## src/rtl/crc_frame_sched_if.sv

```systemverilog
// Stream bundle between the two frame sources, the CRC scheduler and the link transmitter.
interface crc_frame_sched_if #(parameter int N = 16);
  logic         req0_valid, req0_last, req0_ready;
  logic [N-1:0] req0_data;
  logic         req1_valid, req1_last, req1_ready;
  logic [N-1:0] req1_data;
  logic         out_valid, out_last, out_src, out_ready, busy;
  logic [N-1:0] out_data;

  modport slave (
    input  req0_valid, req0_data, req0_last, req1_valid, req1_data, req1_last, out_ready,
    output req0_ready, req1_ready, out_valid, out_data, out_last, out_src, busy
  );

  modport master (
    output req0_valid, req0_data, req0_last, req1_valid, req1_data, req1_last, out_ready,
    input  req0_ready, req1_ready, out_valid, out_data, out_last, out_src, busy
  );
endinterface

```

## src/rtl/crc_frame_sched.sv

```systemverilog
// Round-robin two-source frame scheduler sharing one CRC-16 word engine.
// Payload passes straight through; the CRC is appended as a trailer beat.
module crc_frame_sched #(
  parameter int           N    = 16,
  parameter logic [N-1:0] POLY = 16'h1021,
  parameter logic [N-1:0] INIT = 16'hFFFF
) (
  input  logic              Clk,
  input  logic              Rst,
  crc_frame_sched_if.slave  bus
);
  typedef enum logic [1:0] {IDLE, DATA, CRC} state_t;

  state_t       state;
  logic [N-1:0] crc;
  logic         gnt, pri;
  logic         g_valid, g_last;
  logic [N-1:0] g_data;

  // MSB-first bit-serial update unrolled into a single cycle.
  function automatic logic [N-1:0] crc_word(input logic [N-1:0] c, input logic [N-1:0] d);
    logic [N-1:0] r;
    logic         fb;
    r = c;
    for (int k = N - 1; k >= 0; k--) begin
      fb = r[N-1] ^ d[k];
      r  = {r[N-2:0], 1'b0} ^ (fb ? POLY : '0);
    end
    return r;
  endfunction

  always_comb begin
    g_valid        = gnt ? bus.req1_valid : bus.req0_valid;
    g_data         = gnt ? bus.req1_data  : bus.req0_data;
    g_last         = gnt ? bus.req1_last  : bus.req0_last;
    bus.req0_ready = 1'b0;
    bus.req1_ready = 1'b0;
    bus.out_valid  = 1'b0;
    bus.out_data   = '0;
    bus.out_last   = 1'b0;
    bus.out_src    = 1'b0;
    case (state)
      DATA: begin
        bus.out_valid = g_valid;
        bus.out_data  = g_data;
        bus.out_src   = gnt;
        if (gnt) bus.req1_ready = bus.out_ready;
        else     bus.req0_ready = bus.out_ready;
      end
      CRC: begin
        bus.out_valid = 1'b1;
        bus.out_data  = crc;
        bus.out_last  = 1'b1;
        bus.out_src   = gnt;
      end
      default: ;
    endcase
  end

  assign bus.busy = (state != IDLE);

  always_ff @(posedge Clk) begin
    if (Rst) begin
      state <= IDLE;
      crc   <= INIT;
      gnt   <= 1'b0;
      pri   <= 1'b0;
    end else begin
      case (state)
        IDLE: if (bus.req0_valid || bus.req1_valid) begin
          // pri only breaks ties; a lone requester always wins.
          gnt   <= (bus.req0_valid && bus.req1_valid) ? pri : bus.req1_valid;
          crc   <= INIT;
          state <= DATA;
        end
        DATA: if (g_valid && bus.out_ready) begin
          crc <= crc_word(crc, g_data);
          if (g_last) state <= CRC;
        end
        CRC: if (bus.out_ready) begin
          pri   <= ~gnt;
          state <= IDLE;
        end
        default: state <= IDLE;
      endcase
    end
  end
endmodule
```

## src/flat_wrapper.sv

```systemverilog
// flat-port wrapper written by rule: the top's interface ports become plain ports
module crc_frame_sched_flat 
#(
  parameter int           N    = 16,
  parameter logic [N-1:0] POLY = 16'h1021,
  parameter logic [N-1:0] INIT = 16'hFFFF
)
  (Clk, Rst, bus_req0_valid, bus_req0_data, bus_req0_last, bus_req1_valid, bus_req1_data, bus_req1_last, bus_out_ready, bus_req0_ready, bus_req1_ready, bus_out_valid, bus_out_data, bus_out_last, bus_out_src, bus_busy);
  crc_frame_sched_if #(.N(N)) bus_i ();
  input  logic Clk;
  input  logic Rst;
  input wire logic [$bits(bus_i.req0_valid)-1:0] bus_req0_valid;
  input wire logic [$bits(bus_i.req0_data)-1:0] bus_req0_data;
  input wire logic [$bits(bus_i.req0_last)-1:0] bus_req0_last;
  input wire logic [$bits(bus_i.req1_valid)-1:0] bus_req1_valid;
  input wire logic [$bits(bus_i.req1_data)-1:0] bus_req1_data;
  input wire logic [$bits(bus_i.req1_last)-1:0] bus_req1_last;
  input wire logic [$bits(bus_i.out_ready)-1:0] bus_out_ready;
  output wire logic [$bits(bus_i.req0_ready)-1:0] bus_req0_ready;
  output wire logic [$bits(bus_i.req1_ready)-1:0] bus_req1_ready;
  output wire logic [$bits(bus_i.out_valid)-1:0] bus_out_valid;
  output wire logic [$bits(bus_i.out_data)-1:0] bus_out_data;
  output wire logic [$bits(bus_i.out_last)-1:0] bus_out_last;
  output wire logic [$bits(bus_i.out_src)-1:0] bus_out_src;
  output wire logic [$bits(bus_i.busy)-1:0] bus_busy;
  assign bus_i.req0_valid = bus_req0_valid;
  assign bus_i.req0_data = bus_req0_data;
  assign bus_i.req0_last = bus_req0_last;
  assign bus_i.req1_valid = bus_req1_valid;
  assign bus_i.req1_data = bus_req1_data;
  assign bus_i.req1_last = bus_req1_last;
  assign bus_i.out_ready = bus_out_ready;
  assign bus_req0_ready = bus_i.req0_ready;
  assign bus_req1_ready = bus_i.req1_ready;
  assign bus_out_valid = bus_i.out_valid;
  assign bus_out_data = bus_i.out_data;
  assign bus_out_last = bus_i.out_last;
  assign bus_out_src = bus_i.out_src;
  assign bus_busy = bus_i.busy;
  crc_frame_sched #(.N(N), .POLY(POLY), .INIT(INIT)) u_core (.Clk(Clk), .Rst(Rst), .bus(bus_i));
endmodule
```

## config.mk

```make
export PLATFORM = sky130hd
export DESIGN_NAME = crc_frame_sched_flat
export DESIGN_NICKNAME = d
export VERILOG_FILES = /design/src/rtl/crc_frame_sched_if.sv /design/src/rtl/crc_frame_sched.sv /design/src/flat_wrapper.sv
export SDC_FILE = /design/constraint.sdc
export NUM_CORES = 1
export LEC_CHECK = 0
export ABC_AREA = 1
export BUFFER_PORTS_ARGS = -buffer_cell sky130_fd_sc_hd__buf_2
export CAP_MARGIN = 20
export CORE_MARGIN = 4
export CORE_UTILIZATION = 53
export CTS_CLUSTER_DIAMETER = 50
export DETAILED_ROUTE_END_ITERATION = 10
export GPL_ROUTABILITY_DRIVEN = 0
export HOLD_SLACK_MARGIN = 0.03
export PLACE_DENSITY = 0.81
export SLEW_MARGIN = 20
export SYNTH_ARGS = -nofsm -noshare
export SYNTH_HDL_FRONTEND = slang
export SYNTH_SLANG_ARGS = --single-unit
```

## constraint.sdc

```tcl
create_clock -name Clk -period 1.75 [get_ports Clk]
set_input_delay 0 -clock Clk [delete_from_list [all_inputs] [get_ports Clk]]
set_output_delay 0 -clock Clk [all_outputs]
set_load 0.05 [all_outputs]
```

==> impl_metrics.json, run 1 <==
{
  "avgSynthCellArea_um2": 5.46,
  "run_status": "aborted with a tool error",
  "io_pins": 61,
  "dp.cells": 526,
  "ys_seq_area_share_pct": 18.2,
  "firstError": "[ERROR DPL-0038] Utilization greater than 100%, impossible to legalize",
  "synth.distinct_cells": 30,
  "dp_slack_ns": -0.104,
  "netlist_area_um2": 2200,
  "synth_nets": 445,
  "ys_ff_latch": 20,
  "crit_endpoint": "u_core.crc[15]$_SDFFE_PP1P_/D",
  "rows": 23,
  "synthFlopType": "dfxtp_1",
  "failing_step": "5_1_grt",
  "cts_root_buf": "clkbuf_8",
  "clock-sinks": 20,
  "async_flop_share_pct": 0,
  "synth-edff-count": 0,
  "grt_max_degree": 28,
  "start_util_pct": 55.1,
  "worstEpCategory": "register input",
  "yosys_warnings": 0,
  "die_y_um": 72.5,
  "die_w_um": 72.5,
  "netlist_instances": 403,
  "placed_cell_area_um2": 2820,
  "dpl.hpwl_um": 4970,
  "htreeDepth": 1,
  "clockBufferDepth": 2,
  "place.port_buffers": 60,
  "numCtsBuffers": 3
}
## what timing repair did
action | in CTS
resized for setup | 116
buffers inserted | 14
hold buffers | 1
pin swaps | 37
hold endpoints to repair | 1
setup endpoints to repair | 22
gates cloned | 2
## synth_stat cells, types with 3 or more instances
library cell    n  share of area (%)
nand2_1       168                 29
nand3_1        49                 11
inv_1          46                7.8
a21oi_1        31                7.0
dfxtp_1        20                 18
nand2_2        18                5.1
o21ai_0        15                3.4
xnor2_1         5                2.0
buf_6           4                2.0
clkbuf_1        4               0.68
nor2_1          4               0.68
o21ai_1         4               0.91
xor2_1          4                1.6
buf_2           3               0.68
ha_1            3                1.7
inv_2           3               0.51
nand3b_1        3                1.0
## logic make-up after synthesis
group	Yosys count	synth area share [%]
flops	20	18.2
xor+xnor	11	5.06
buf+inv	63	12.3
fa+ha+maj	3	1.70
simple gates	248	48.2
compound gates	58	14.6
## stage by stage
stage	hold slack, ns	util, %
2_1_floorplan	0.0780	-
3_3_place_gp	0.253	70.5
3_5_place_dp	0.263	70.5
4_1_cts	0.0603	86.5
==> run 2: changes to the inputs <==
CORE_UTILIZATION = 40   (was 53)
CTS_CLUSTER_DIAMETER = unset   (was 50)
HOLD_SLACK_MARGIN = unset   (was 0.03)
PLACE_DENSITY = unset   (was 0.81)
PLACE_DENSITY_LB_ADDON = 0.15   (was unset)
==> run 2 against run 1 <==
  * The flow now finishes, with violations (setup timing)
  * Synthesized cell count unchanged
  * Area after synthesis unchanged
==> impl_metrics.json, run 2 <==
{
  "clk_pin_slew_ns": 0.09,
  "fmax_mhz": 513,
  "dieArea_um2": 6760,
  "area_growth_pct": 70.8,
  "final-hold-violation-count": 0,
  "cp_slowest_cell": "dfxtp_4",
  "cts_root_buf": "clkbuf_8",
  "core_um2": 5200,
  "clockBufferDepth": 2,
  "async_flop_share_pct": 0,
  "final_nets": 540,
  "layout-drive-gt1-share_pct": 46.3,
  "ys_ff_latch": 20,
  "power.leakage_nw": 1.89,
  "path_class": "register to register",
  "clock-sinks": 20,
  "crit_fanout": 5,
  "crit_end": "u_core.crc[5]$_SDFFE_PP1P_",
  "yosys_warnings": 0,
  "fin_crit_ns": 1.95,
  "routed_via_density": 5.28,
  "drtPass1Iterations": 5,
  "violations": "setup timing",
  "run_status": "finished, violations left",
  "fill_cells": 428,
  "num_vias": 2996,
  "yosysMostFrequentCell": "nand2_1",
  "drc": 0,
  "grt-ovfl-total": 0,
  "power.density_nw_per_um2": 2090,
  "r2r_start": "u_core.gnt$_SDFFE_PP0P_",
  "top_regs": "u_core.crc x16, u_core.state x2",
  "setup_slack_ns": -0.200,
  "numCtsBuffers": 3,
  "fin_crit_sh_pct": 111,
  "ant_nets": 0,
  "grt_pass1_wl_um": 11800,
  "gr-usage-all-layers_pct": 22.0,
  "setup_viol": 19,
  "place.port_buffers": 60,
  "io_pins": 61,
  "rows": 26,
  "worst_pin_slew_ns": 0.377,
  "tritoncts": "built",
  "wl_um": 8360,
  "critPathCaptureType": "register",
  "dr.first_iter.drc_count": 181,
  "post_drt_wl_per_cell_um": 14.7,
  "worstHoldPathType": "input port to register",
  "power_mw": 7.87,
  "start_util_pct": 42.3,
  "synth_top_area_share_pct": 28.6,
  "slew_violations": 0,
  "ys_top_cells_by_area": "nand2_1 (29%), dfxtp_1 (18%), nand3_1 (11%)",
  "final_common_cell": "nand2_1",
  "largest_reg_flops": 16,
  "slowest_delay_ns": 0.42,
  "cp_common_cell": "nand2_1",
  "netlist_area_um2": 2200,
  "r2r-end": "u_core.crc[5]$_SDFFE_PP1P_",
  "antenna_cells": 0,
  "synth.distinct_cells": 30,
  "synthFlopType": "dfxtp_1",
  "r2r_slack_ns": -0.20,
  "rsz0062_at_grt": "yes",
  "avgSynthCellArea_um2": 5.46,
  "synth_nets": 445,
  "r2r_cells": 14,
  "startpoint": "u_core.gnt$_SDFFE_PP0P_",
  "yosysTopAreaCell": "nand2_1",
  "die_w_um": 82.2,
  "regArea_um2": 404,
  "cp-start-kind": "register",
  "first_global_vias": 2533,
  "antenna_found_initial": 0,
  "multi_input_area_um2": 2160,
  "final_core_util_pct": 72.3,
  "clock_latency_ns": 0.26,
  "cp.arrival_ns": 2.12,
  "maxCapViolCount": 0,
  "netlist_instances": 403,
  "path_cells": "inv_6 > buf_12 > nand2_1 > nand3_1 > nand2_2 > nand2_1 > nand4_1 > nand2_4 > nand2_2 > nand2_2 > nand2_1 > nand3_1 > nand2_1 > nand2_1",
  "slew_headroom_pct": 74.8,
  "synth_commonest_cells": "nand2_1 (168), nand3_1 (49), inv_1 (46)",
  "top_register": "u_core.crc",
  "grt_max_degree": 26,
  "htreeDepth": 1,
  "ys_seq_area_share_pct": 18.2,
  "max-vdd-ir-drop_v": 0.00160,
  "dpl.hpwl_um": 5240,
  "clock_skew_ns": 0.00287,
  "die_y_um": 82.2,
  "synth-edff-count": 0,
  "cp_data_required_time_ns": 1.92,
  "final_cell_mix": "nand2_1 (122), inv_1 (42), buf_2 (42)"
}
run 2: cell counts after synthesis:
Identical to the previous run, type by type.
run 2: cells by family after synthesis:
logic type | count (synthesis) | synth area share, %
compound gates | 58 | 14.6
xor+xnor | 11 | 5.06
flops | 20 | 18.2
fa+ha+maj | 3 | 1.70
simple gates | 248 | 48.2
buf+inv | 63 | 12.3
run 2: power by group:
part           internal (mW)  switching, mW
registers              0.600          0.191
logic                   2.47           4.12
clock network          0.306          0.177
total                   3.37           4.49
run 2: final cells by class:
cell class / count / share of cell area, %
clock inverters: 1 / 0.798
clock buffers: 3 / 1.10
multi-input cells: 320 / 57.5
inverters: 50 / 5.19
well taps: 70 / 2.33
repair buffers: 103 / 22.3
flip-flops and latches: 20 / 10.7
run 2: worst min-delay path by stage:
stage                         startpoint                 endpoint  slack, ns  cells past startpoint
after floorplan                      Rst  u_core.pri$_SDFFE_PP0P_       0.08                      1
after global placement     bus_out_ready  u_core.pri$_SDFFE_PP0P_       0.26                      2
after detailed placement   bus_out_ready  u_core.pri$_SDFFE_PP0P_       0.26                      2
after CTS                 bus_req1_valid  u_core.gnt$_SDFFE_PP0P_       0.05                      3
after global routing      bus_req1_valid  u_core.gnt$_SDFFE_PP0P_       0.08                      3
final                     bus_req1_valid  u_core.gnt$_SDFFE_PP0P_       0.05                      3
run 2: critical path, delay by kind of cell (launching register included):
kind / cells / cell delay (ns)
simple gates: 12 / 1.21
flops: 1 / 0.42
buf+inv: 2 / 0.20
run 2: per-stage QoR:
stage / setup WS [ns] / TNS, ns / hold slack, ns / instance area [um^2] / std cells
finish: -0.200 / -1.82 / 0.0482 / 3760 / 567
CTS: -0.0609 / -0.483 / 0.0455 / 3190 / 559
global placement: -0.202 / -1.40 / 0.261 / 2890 / 550
detailed placement: -0.226 / -1.78 / 0.264 / 2890 / 550
global route: -0.304 / -3.75 / 0.0781 / 3760 / 567
floorplan: 0.00869 / 0 / 0.0780 / 2330 / 403
run 2: what timing repair did:
item | 4_1_cts | 5_1_grt
setup endpoints to repair | 26 | 35
pin swaps | 7 | 38
buffers inserted | 3 | 6
hold buffers | 1 | 0
cloned | 1 | 2
resized for setup | 50 | 127
hold endpoints to repair | 1 | 0
run 2: per-layer routing:
metal  track usage (%)  part of all wire (%)
met2              39.0                    49
met5                 0                     0
met3              2.28                   6.7
met4              2.49                   1.5
met1              29.6                    43
(Power assumes the default switching activity.)
